### src/rtl/lib_arbiter_pkg.sv
// Shared definitions for the pixel-array AER readout: default field widths,
// the packed AER word layout and the word-type codes.
package lib_arbiter_pkg;

  localparam int ROW_ADD  = 3;
  localparam int COL_ADD  = 3;
  localparam int TS_WIDTH = 16;
  localparam int AER_W    = 1 + TS_WIDTH + ROW_ADD + COL_ADD + 1;

  localparam logic AER_TYPE_EVENT = 1'b0;
  localparam logic AER_TYPE_WRAP  = 1'b1;

  typedef struct packed {
    logic                word_type;
    logic [TS_WIDTH-1:0] ts;
    logic [ROW_ADD-1:0]  y;
    logic [COL_ADD-1:0]  x;
    logic                pol;
  } aer_word_t;

endpackage

### src/rtl/aer_event_packer_fifo.sv
// First-word-fall-through synchronous FIFO; the head word is visible on
// data_o whenever the FIFO is non-empty and zero otherwise.
module sync_fifo #(
  parameter int WIDTH = 8,
  parameter int DEPTH = 8
) (
  input  logic                     clk_i,
  input  logic                     reset_i,
  input  logic                     push_i,
  input  logic                     pop_i,
  input  logic [WIDTH-1:0]         data_i,
  output logic [WIDTH-1:0]         data_o,
  output logic                     full_o,
  output logic                     empty_o,
  output logic [$clog2(DEPTH):0]   count_o
);

  localparam int PTR_W = $clog2(DEPTH);
  localparam logic [PTR_W:0]   DEPTH_C = DEPTH[PTR_W:0];
  localparam logic [PTR_W-1:0] PTR_ONE = PTR_W'(1'b1);
  localparam logic [PTR_W:0]   CNT_ONE = (PTR_W + 1)'(1'b1);

  logic [WIDTH-1:0] mem_r [DEPTH];
  logic [PTR_W-1:0] wr_ptr_r;
  logic [PTR_W-1:0] rd_ptr_r;
  logic [PTR_W:0]   count_r;
  logic             full_s;
  logic             empty_s;
  logic             do_push_s;
  logic             do_pop_s;

  // Push/pop qualification; a pop in the same cycle frees a slot for a push.
  always_comb begin
    full_s    = (count_r == DEPTH_C);
    empty_s   = (count_r == {(PTR_W + 1){1'b0}});
    do_pop_s  = pop_i && !empty_s;
    do_push_s = push_i && (!full_s || do_pop_s);
    if (empty_s) begin
      data_o = {WIDTH{1'b0}};
    end else begin
      data_o = mem_r[rd_ptr_r];
    end
  end

  // Storage array; contents need no reset because the count gates visibility.
  always_ff @(posedge clk_i) begin
    if (do_push_s) begin
      mem_r[wr_ptr_r] <= data_i;
    end
  end

  // Pointers and occupancy count; power-of-two depth gives natural wrap.
  always_ff @(posedge clk_i or posedge reset_i) begin
    if (reset_i) begin
      wr_ptr_r <= {PTR_W{1'b0}};
      rd_ptr_r <= {PTR_W{1'b0}};
      count_r  <= {(PTR_W + 1){1'b0}};
    end else begin
      if (do_push_s) begin
        wr_ptr_r <= wr_ptr_r + PTR_ONE;
      end
      if (do_pop_s) begin
        rd_ptr_r <= rd_ptr_r + PTR_ONE;
      end
      case ({do_push_s, do_pop_s})
        2'b10:   count_r <= count_r + CNT_ONE;
        2'b01:   count_r <= count_r - CNT_ONE;
        default: count_r <= count_r;
      endcase
    end
  end

  assign full_o  = full_s;
  assign empty_o = empty_s;
  assign count_o = count_r;

endmodule

### src/rtl/aer_event_packer.sv
// Packs granted pixel events into timestamped AER words, inserts a marker on
// every timestamp wrap, and queues the words for a valid/ready readout.
module aer_event_packer #(
  parameter int ROW_ADD    = lib_arbiter_pkg::ROW_ADD,
  parameter int COL_ADD    = lib_arbiter_pkg::COL_ADD,
  parameter int TS_WIDTH   = lib_arbiter_pkg::TS_WIDTH,
  parameter int FIFO_DEPTH = 8,
  parameter int DROP_W     = 8
) (
  input  logic                                   clk_i,
  input  logic                                   reset_i,
  input  logic                                   enable_i,
  input  logic                                   event_valid_i,
  input  logic [COL_ADD-1:0]                     x_add_i,
  input  logic [ROW_ADD-1:0]                     y_add_i,
  input  logic                                   polarity_i,
  input  logic                                   ready_i,
  output logic [TS_WIDTH+ROW_ADD+COL_ADD+1:0]    event_o,
  output logic                                   valid_o,
  output logic                                   fifo_full_o,
  output logic [DROP_W-1:0]                      drop_cnt_o
);

  import lib_arbiter_pkg::*;

  localparam int W     = 1 + TS_WIDTH + ROW_ADD + COL_ADD + 1;
  localparam int CNT_W = $clog2(FIFO_DEPTH) + 1;
  localparam logic [CNT_W-1:0]    DEPTH_C = FIFO_DEPTH[CNT_W-1:0];
  localparam logic [TS_WIDTH-1:0] TS_MAX  = {TS_WIDTH{1'b1}};
  localparam logic [TS_WIDTH-1:0] TS_ONE  = TS_WIDTH'(1'b1);

  logic [TS_WIDTH-1:0] ts_r;
  logic                wrap_pend_r;
  logic [DROP_W-1:0]   drop_cnt_r;
  logic                marker_due_s;
  logic                wr_req_s;
  logic                pop_s;
  logic                accept_s;
  logic [W-1:0]        wr_word_s;
  logic [W-1:0]        head_s;
  logic [1:0]          drop_inc_s;
  logic [DROP_W:0]     drop_sum_s;
  logic                full_s;
  logic                empty_s;
  logic [CNT_W-1:0]    count_s;

  // Write-slot arbitration: a pending wrap marker pre-empts any event.
  always_comb begin
    marker_due_s = 1'b0;
    wr_word_s    = {W{1'b0}};
    drop_inc_s   = 2'd0;
    if (enable_i && wrap_pend_r) begin
      marker_due_s = 1'b1;
    end else begin
      marker_due_s = 1'b0;
    end
    wr_req_s = enable_i && (marker_due_s || event_valid_i);
    pop_s    = !empty_s && ready_i;
    accept_s = wr_req_s && (!full_s || pop_s);
    if (marker_due_s) begin
      wr_word_s = {AER_TYPE_WRAP, {(W - 1){1'b0}}};
    end else begin
      wr_word_s = {AER_TYPE_EVENT, ts_r, y_add_i, x_add_i, polarity_i};
    end
    // An event colliding with the marker and a refused write can both occur.
    if (marker_due_s && event_valid_i) begin
      drop_inc_s = drop_inc_s + 2'd1;
    end else begin
      drop_inc_s = drop_inc_s;
    end
    if (wr_req_s && !accept_s) begin
      drop_inc_s = drop_inc_s + 2'd1;
    end else begin
      drop_inc_s = drop_inc_s;
    end
    drop_sum_s = {1'b0, drop_cnt_r} + {{(DROP_W - 1){1'b0}}, drop_inc_s};
  end

  // Free-running timestamp and wrap-pending flag, both frozen while disabled.
  always_ff @(posedge clk_i or posedge reset_i) begin
    if (reset_i) begin
      ts_r        <= {TS_WIDTH{1'b0}};
      wrap_pend_r <= 1'b0;
    end else if (enable_i) begin
      ts_r <= ts_r + TS_ONE;
      if (ts_r == TS_MAX) begin
        wrap_pend_r <= 1'b1;
      end else if (marker_due_s) begin
        wrap_pend_r <= 1'b0;
      end
    end
  end

  // Saturating drop counter.
  always_ff @(posedge clk_i or posedge reset_i) begin
    if (reset_i) begin
      drop_cnt_r <= {DROP_W{1'b0}};
    end else if (drop_sum_s[DROP_W]) begin
      drop_cnt_r <= {DROP_W{1'b1}};
    end else begin
      drop_cnt_r <= drop_sum_s[DROP_W-1:0];
    end
  end

  sync_fifo #(
    .WIDTH (W),
    .DEPTH (FIFO_DEPTH)
  ) u_fifo (
    .clk_i   (clk_i),
    .reset_i (reset_i),
    .push_i  (accept_s),
    .pop_i   (pop_s),
    .data_i  (wr_word_s),
    .data_o  (head_s),
    .full_o  (full_s),
    .empty_o (empty_s),
    .count_o (count_s)
  );

  assign event_o     = head_s;
  assign valid_o     = !empty_s;
  assign fifo_full_o = (count_s == DEPTH_C);
  assign drop_cnt_o  = drop_cnt_r;

endmodule
### config.mk
export PLATFORM = sky130hd
export DESIGN_NAME = aer_event_packer
export DESIGN_NICKNAME = d
export VERILOG_FILES = /design/src/rtl/lib_arbiter_pkg.sv /design/src/rtl/aer_event_packer_fifo.sv /design/src/rtl/aer_event_packer.sv
export SDC_FILE = /design/constraint.sdc
export NUM_CORES = 1
export LEC_CHECK = 0
export ABC_AREA = 1
export CORE_ASPECT_RATIO = 1.5
export CORE_UTILIZATION = 50
export CTS_CLUSTER_SIZE = 8
export DETAILED_ROUTE_END_ITERATION = 8
export PLACE_DENSITY = 0.68
export SYNTH_ARGS = -nofsm -noshare
export SYNTH_HDL_FRONTEND = slang
export SYNTH_SLANG_ARGS = --single-unit
### constraint.sdc
create_clock -name clk_i -period 3 [get_ports clk_i]
set_input_delay 0.6 -clock clk_i [delete_from_list [all_inputs] [get_ports clk_i]]
set_output_delay 0.6 -clock clk_i [all_outputs]
set_load 0.01 [all_outputs]
# Word level (Yosys, flattened, before mapping)
# Memory sizes are Yosys's and may differ from the RTL's.
# Index checks and enable logic that the tools add are counted.
[word_totals]
n_memories = 1
reg_bits = 35
mem_bits_rw = 192
output_inout_bits = 34
wordCells = 47
input_bits = 12
[memory_table]
columns = ["memory", "depth", "word_bits", "rd", "rd_clocked_by_memory_dff", "write_ports", "line_no", "rtl"]
rows = [
  ["u_fifo.mem_r", 8, 24, 1, 0, 1, "aer_event_packer_fifo.sv:23", "logic [WIDTH-1:0] mem_r [DEPTH];"],
]
[op_classes]
n_eq_ne = 4
add_sub_neg = 7
reduce_logical = 18
muxes = 11
[op_table]
columns = ["op", "count"]
rows = [
  ["two-way mux 24 bit", 2],
  ["adder 16 x 1 -> 16 bit (second input constant)", 1],
  ["equality test 16 bit (second input constant)", 1],
  ["adder 8 x 2 -> 9 bit", 1],
  ["logical AND 1 bit", 8],
  ["two-way mux 8 bit", 1],
  ["one-hot mux 4 bit (2 select lines)", 1],
  ["adder 3 x 1 -> 3 bit (second input constant)", 2],
  ["two-way mux 1 bit", 6],
  ["adder 4 x 1 -> 4 bit (second input constant)", 1],
  ["equality test 4 bit (second input constant)", 1],
  ["logical NOT 4 bit", 1],
  ["nonzero test 2 bit", 2],
  ["subtractor 4 x 1 -> 4 bit (second input constant)", 1],
  ["logical NOT 1 bit", 3],
  ["logical OR 1 bit", 3],
  ["adder 2 x 1 -> 2 bit (second input constant)", 1],
  ["equality test 2 x 1 -> 1 bit (second input constant)", 1],
  ["equality test 2 bit (second input constant)", 1],
  ["two-way mux 2 bit", 1],
  ["AND reduction 2 bit", 1],
]

# Logic depth before layout (Yosys ltp)
[logic_depth]
depth_word = 10
depth_mapped = 13
mapped_depth_nobuf = 13

# By module
# A second synthesis with hierarchy kept.
[hier_totals]
hier_cells = 885
area_unflattened_um2 = 9776.9
[by_module_without_submodules]
columns = ["module", "area_per_inst_um2", "cells_each", "n_inst"]
rows = [
  ["sync_fifo", 8242.9, 671, 1],
  ["aer_event_packer", 1534.0, 214, 1],
]

# Least setup slack after synthesis
# OpenSTA, ideal clock, no wires.
[synth_path]
path_kind = "in2reg"
start = "input enable_i"
end = "memory u_fifo.mem_r[0][0] (netlist bit), enable pin"
t_arrival_ns = 2.285
stages = 6
path_slack_ns = 0.311
t_required_ns = 2.595
path_buffers = 1
cell_sequence = "buf_4 > nand2_1 > nand2_1 > nand2_1 > or2_4 > nor2_1"
[synth_between]
elab_chain_cells = 8
[synth_lines]
columns = ["item", "line_no", "rtl"]
rows = [
  ["start: declaration", "aer_event_packer.sv:12", "input logic enable_i,"],
  ["logical AND 1 bit", "aer_event_packer.sv:52", "if (enable_i && wrap_pend_r) begin"],
  ["two-way mux 1 bit", "aer_event_packer.sv:52", ""],
  ["logical OR 1 bit", "aer_event_packer.sv:57", "wr_req_s = enable_i && (marker_due_s || event_valid_i);"],
  ["logical AND 1 bit (*)", "aer_event_packer.sv:57", ""],
  ["logical AND 1 bit (*)", "aer_event_packer.sv:59", "accept_s = wr_req_s && (!full_s || pop_s);"],
  ["logical AND 1 bit (*)", "aer_event_packer_fifo.sv:37", "do_push_s = push_i && (!full_s || do_pop_s);"],
  ["two-way mux 1 bit (*)", "aer_event_packer_fifo.sv:47", "if (do_push_s) begin"],
  ["two-way mux 1 bit (not written as such) (*)", "aer_event_packer_fifo.sv:48", "mem_r[wr_ptr_r] <= data_i;"],
  ["end: declaration", "aer_event_packer_fifo.sv:23", ""],
]
# Mark *: on every way between the ends. The rest lies on a longest branch, timed or not.

# Worst setup path after layout
[layout_path]
start = "register u_fifo.rd_ptr_r[0]"
end = "output event_o[14]"
[layout_between]
elab_chain_cells = 2
[layout_lines]
columns = ["item", "line_no", "rtl"]
rows = [
  ["start: declaration", "aer_event_packer_fifo.sv:25", "logic [PTR_W-1:0] rd_ptr_r;"],
  ["start signal: assignment", "aer_event_packer_fifo.sv:56", "rd_ptr_r <= {PTR_W{1'b0}};"],
  ["start signal: assignment", "aer_event_packer_fifo.sv:63", "rd_ptr_r <= rd_ptr_r + PTR_ONE;"],
  ["memory (8 x 24 bit)", "-", ""],
  ["two-way mux 24 bit", "aer_event_packer_fifo.sv:38", "if (empty_s) begin"],
  ["end: declaration", "aer_event_packer.sv:18", "output logic [TS_WIDTH+ROW_ADD+COL_ADD+1:0] event_o,"],
]
# Every way passes these cells.

==> metrics.md <==
| Metric | Value |
|---|---|
| PD cells | `996.6 mW/mm^2` |
| Nature of the critical path endpoint | `primary output` |
| Diode insertion count for antenna repair | `0` |
| Leftover overflow at the end of global routing | `0` |
| Maximum number of pins on one net before global-route repair | `44` |
| Max frequency | `340.1 MHz` |
| Number of DRC markers after the initial detailed-route iteration | `393` |
| Result of the run | `finished, final reports clean` |
| Setup crit start kind | `flop` |
| Overall die height | `171.4 um` |
| Pin slew with the least headroom to its limit | `0.5264 ns` |
| Combinational Power Share | `34.7%` |
| Critical Path Source | `u_fifo.rd_ptr_r[0]` |
| Number of iterations in the first detailed-routing pass | `4` |
| Synthesized instance count | `832` |
| Cell Rows | `61` |
| Later-pin clock latency in the skew report | `0.48 ns` |
| Cell at the root of the clock tree | `sky130_fd_sc_hd__clkbuf_16` |
| Share of total power in the clock network | `29.2%` |
| Routed length per placed instance | `17.31 um` |
| Routed wire length | `20390 um` |
| Antenna violations before repair | `0` |
| Required time of the critical path | `2.40 ns` |
| Final cell area excluding filler cells | `0.01156 sq mm` |
| Worst setup skew after layout | `0.01743 ns` |
| Reg-to-reg endpoint | `drop_cnt_o[3]` |
| Fin cells | `1178` |
| Worst reg2reg path startpoint | `u_fifo.count_o[1]` |
| First-pass GRT wire length | `31780 um` |
| Number of routed nets with antenna violations | `0` |
| Async set-or-reset flop fraction in the synthesized netlist | `15.42%` |
| Share of final-layout standard cells stronger than drive strength 1 | `9.719%` |
| RSZ-0062 raised after global routing | `true` |
| Setup TNS after final layout | `0 ns` |
| Sinks on the clock net | `227` |
| Tightest Hold Check Type | `primary input to async pin` |
| Worst VDD drop | `0.5481 mV` |
| Multi-input gate area | `0.002479 sq mm` |
| All-Layer GR Usage | `21.41%` |
| Worst-path maximum fanout | `23` |
| Overall die width | `114.9 um` |
| Final critical-path share of the clock period | `98.02%` |
| Layout Area Growth over Synthesis | `20.87%` |
| Register-to-register path setup slack | `0.44 ns` |
| Routing usage on met1 | `25.54%` |
| DR vias/cell | `5.309` |
| Post-Place Cells | `1120` |
| CTS tree | `yes` |
| Total placed instance area | `0.01046 sq mm` |
| Register cell area after layout | `0.006648 sq mm` |
| Number of max-cap violations | `0` |
| Final Hold Vio Count | `0` |
| Port buffer count | `45` |
| Avg Cell Area, Syn | `11.49 sq um` |
| Number of nets in the final layout | `930` |
| Primary flip-flop cell chosen by synthesis mapping | `sky130_fd_sc_hd__edfxtp_1` |
| Fin Hold WS | `0.5243 ns` |
| Final critical-path required period | `2.941 ns` |
| I/O pins | `46` |
| Met2 Use GR | `39.16%` |
| Switching Fraction | `33.18%` |
| Placer congestion estimate | `0.7778` |
| Number of register bits inferred by synthesis | `227` |
| Cells on worst reg2reg path | `11` |
| Static Leak | `4.406 nW` |
| Number of remaining DRC errors | `0` |
| Detailed placement HPWL | `11810 um` |
| Design internal power | `7.697 mW` |
| Yosys warning total | `0` |
| M3 GR Usage | `2.784%` |
| Post-synthesis sequential area ratio | `69.45%` |
| Worst-path clk slew | `0.05 ns` |
| Mapped Nets | `854` |
| Worst slew margin relative to its limit | `64.78%` |
| Cell area after technology mapping | `0.009563 sq mm` |
| Number of setup violations in the final report | `0` |
| Most used routing layer | `met2` |
| Count of cell types in the netlist | `32` |
| Filler cells | `1467` |
| Total core area | `0.01862 sq mm` |
| Die Outline Area | `0.01969 sq mm` |
| Net Switching | `3.822 mW` |
| Number of flops mapped to enable cells by yosys | `192` |
| Max clock buf depth | `3` |
| Vias | `6254` |
| Final core utilization | `62.07%` |
| CP Data Arrival Time | `2.34 ns` |
| Number of buffers created by CTS | `34` |
| Type of the worst setup path | `flop to primary output` |
| Fraction of power consumed by sequential logic | `36.1%` |
| Starting density of the core | `51.35%` |
| Number of global-route vias before repair | `6155` |
| Count of pins over their slew limit | `0` |
| Count of H-tree levels built during CTS | `2` |
power by group through the flow:
stage	clock, mW	combinational [mW]	sequential (mW)
CTS	3.41	4.03	4.14
floorplan	0	2.47	4.10
global placement	0	3.86	4.21
detailed placement	0	3.90	4.22
global route	3.54	4.46	4.19
finish	3.36	4.00	4.15
how the worst max path moves through the flow:
stage	to	depth (start not counted)	slack, ns
detailed placement	drop_cnt_o[3]	11	-0.007
CTS	event_o[22]	7	0.02
floorplan	u_fifo.mem_r[0][0]	6	0.31
global placement	drop_cnt_o[5]	12	0.08
finish	event_o[14]	7	0.06
global route	event_o[14]	8	-0.07
critical path, stage by stage (launching register included):
cell and delay (ns):
sky130_fd_sc_hd__dfrtp_4 0.56, sky130_fd_sc_hd__clkinv_8 0.14, sky130_fd_sc_hd__buf_12 0.17, sky130_fd_sc_hd__nor2_1 0.05, sky130_fd_sc_hd__o211ai_1 0.16, sky130_fd_sc_hd__nand2_1 0.06, sky130_fd_sc_hd__nor2_1 0.14, sky130_fd_sc_hd__clkdlybuf4s50_1 0.55
state kept, by name, summed over array words and instances (netlist names):
name,cells
ts_r,16
drop_cnt_o,8
u_fifo.rd_ptr_r,3
u_fifo.wr_ptr_r,3
wrap_pend_r,1
u_fifo.count_o,4
u_fifo.mem_r,192
through the flow:
| step | worst slack [ns] | total power [mW] |
|---|---|---|
| finish | 0.05943 | 11.52 |
| global route | -0.06970 | 12.19 |
| CTS | 0.01788 | 11.59 |
| detailed placement | -0.006698 | 8.123 |
| global placement | 0.07887 | 8.070 |
| floorplan | 0.3106 | 6.569 |
per-layer routing:
metal	wire length, um	vias up
met5	0	-
met4	533	0
met3	848	44
met2	10780	172
met1	8227	3018
li1	-	3020
cell usage in the layout, fill, tap and decap left out, types with 2 or more instances in the layout:
cell                                n
sky130_fd_sc_hd__nor2_1           208
sky130_fd_sc_hd__edfxtp_1         192
sky130_fd_sc_hd__o21ai_0           94
sky130_fd_sc_hd__nand2_1           76
sky130_fd_sc_hd__inv_1             56
sky130_fd_sc_hd__clkbuf_16         36
sky130_fd_sc_hd__dfrtp_1           32
sky130_fd_sc_hd__clkdlybuf4s50_1   29
sky130_fd_sc_hd__o22ai_1           24
sky130_fd_sc_hd__o211ai_1          24
sky130_fd_sc_hd__buf_4             20
sky130_fd_sc_hd__xor2_1            19
sky130_fd_sc_hd__clkbuf_1          17
sky130_fd_sc_hd__dlymetal6s2s_1    16
sky130_fd_sc_hd__o21ai_1           13
sky130_fd_sc_hd__buf_12            11
sky130_fd_sc_hd__nand3_1           10
sky130_fd_sc_hd__nor2_2            10
sky130_fd_sc_hd__ha_1               9
sky130_fd_sc_hd__nand4_1            5
sky130_fd_sc_hd__a21oi_1            4
sky130_fd_sc_hd__xnor2_1            3
sky130_fd_sc_hd__buf_6              3
sky130_fd_sc_hd__dfrtp_2            2
cell type report:
type | instances | share of cell area [%]
multi-input combinational | 507 | 21.44
clock inverter | 2 | 0.1407
tap | 252 | 2.728
inverter | 57 | 1.959
clock buffer | 52 | 8.129
sequential | 227 | 57.51
timing repair buffer | 81 | 8.086
cells by family (layout without fill, tap and decap cells):
group,count (synthesis),in the layout,synth area share [%]
compound gates,159,159,9.263
xor+xnor,22,22,2.015
fa+ha+maj,10,10,1.387
buf+inv,98,192,4.946
flops,227,227,69.45
simple gates,316,316,12.94
repair_timing:
item	4_1_cts	5_1_grt
gates cloned	0	1
gates resized for setup	10	20
setup buffers	2	1
endpoints found under the hold margin	0	0
hold buffers	0	0
endpoints found under the setup margin	24	22
cells in the mapped netlist, types with 7 or more instances:
cell	instances	area share [%]
sky130_fd_sc_hd__o22ai_1	24	1.6
sky130_fd_sc_hd__buf_2	14	0.73
sky130_fd_sc_hd__nand2_1	76	3.0
sky130_fd_sc_hd__clkbuf_1	9	0.35
sky130_fd_sc_hd__edfxtp_1	192	60
sky130_fd_sc_hd__ha_1	9	1.2
sky130_fd_sc_hd__xor2_1	19	1.7
sky130_fd_sc_hd__o211ai_1	24	1.9
sky130_fd_sc_hd__inv_1	56	2.2
sky130_fd_sc_hd__o21ai_0	94	4.9
sky130_fd_sc_hd__nand3_1	10	0.52
sky130_fd_sc_hd__buf_6	7	0.82
sky130_fd_sc_hd__dfrtp_1	35	9.2
sky130_fd_sc_hd__o21ai_1	13	0.68
sky130_fd_sc_hd__nor2_1	217	8.5
(Power assumes the default switching activity.)
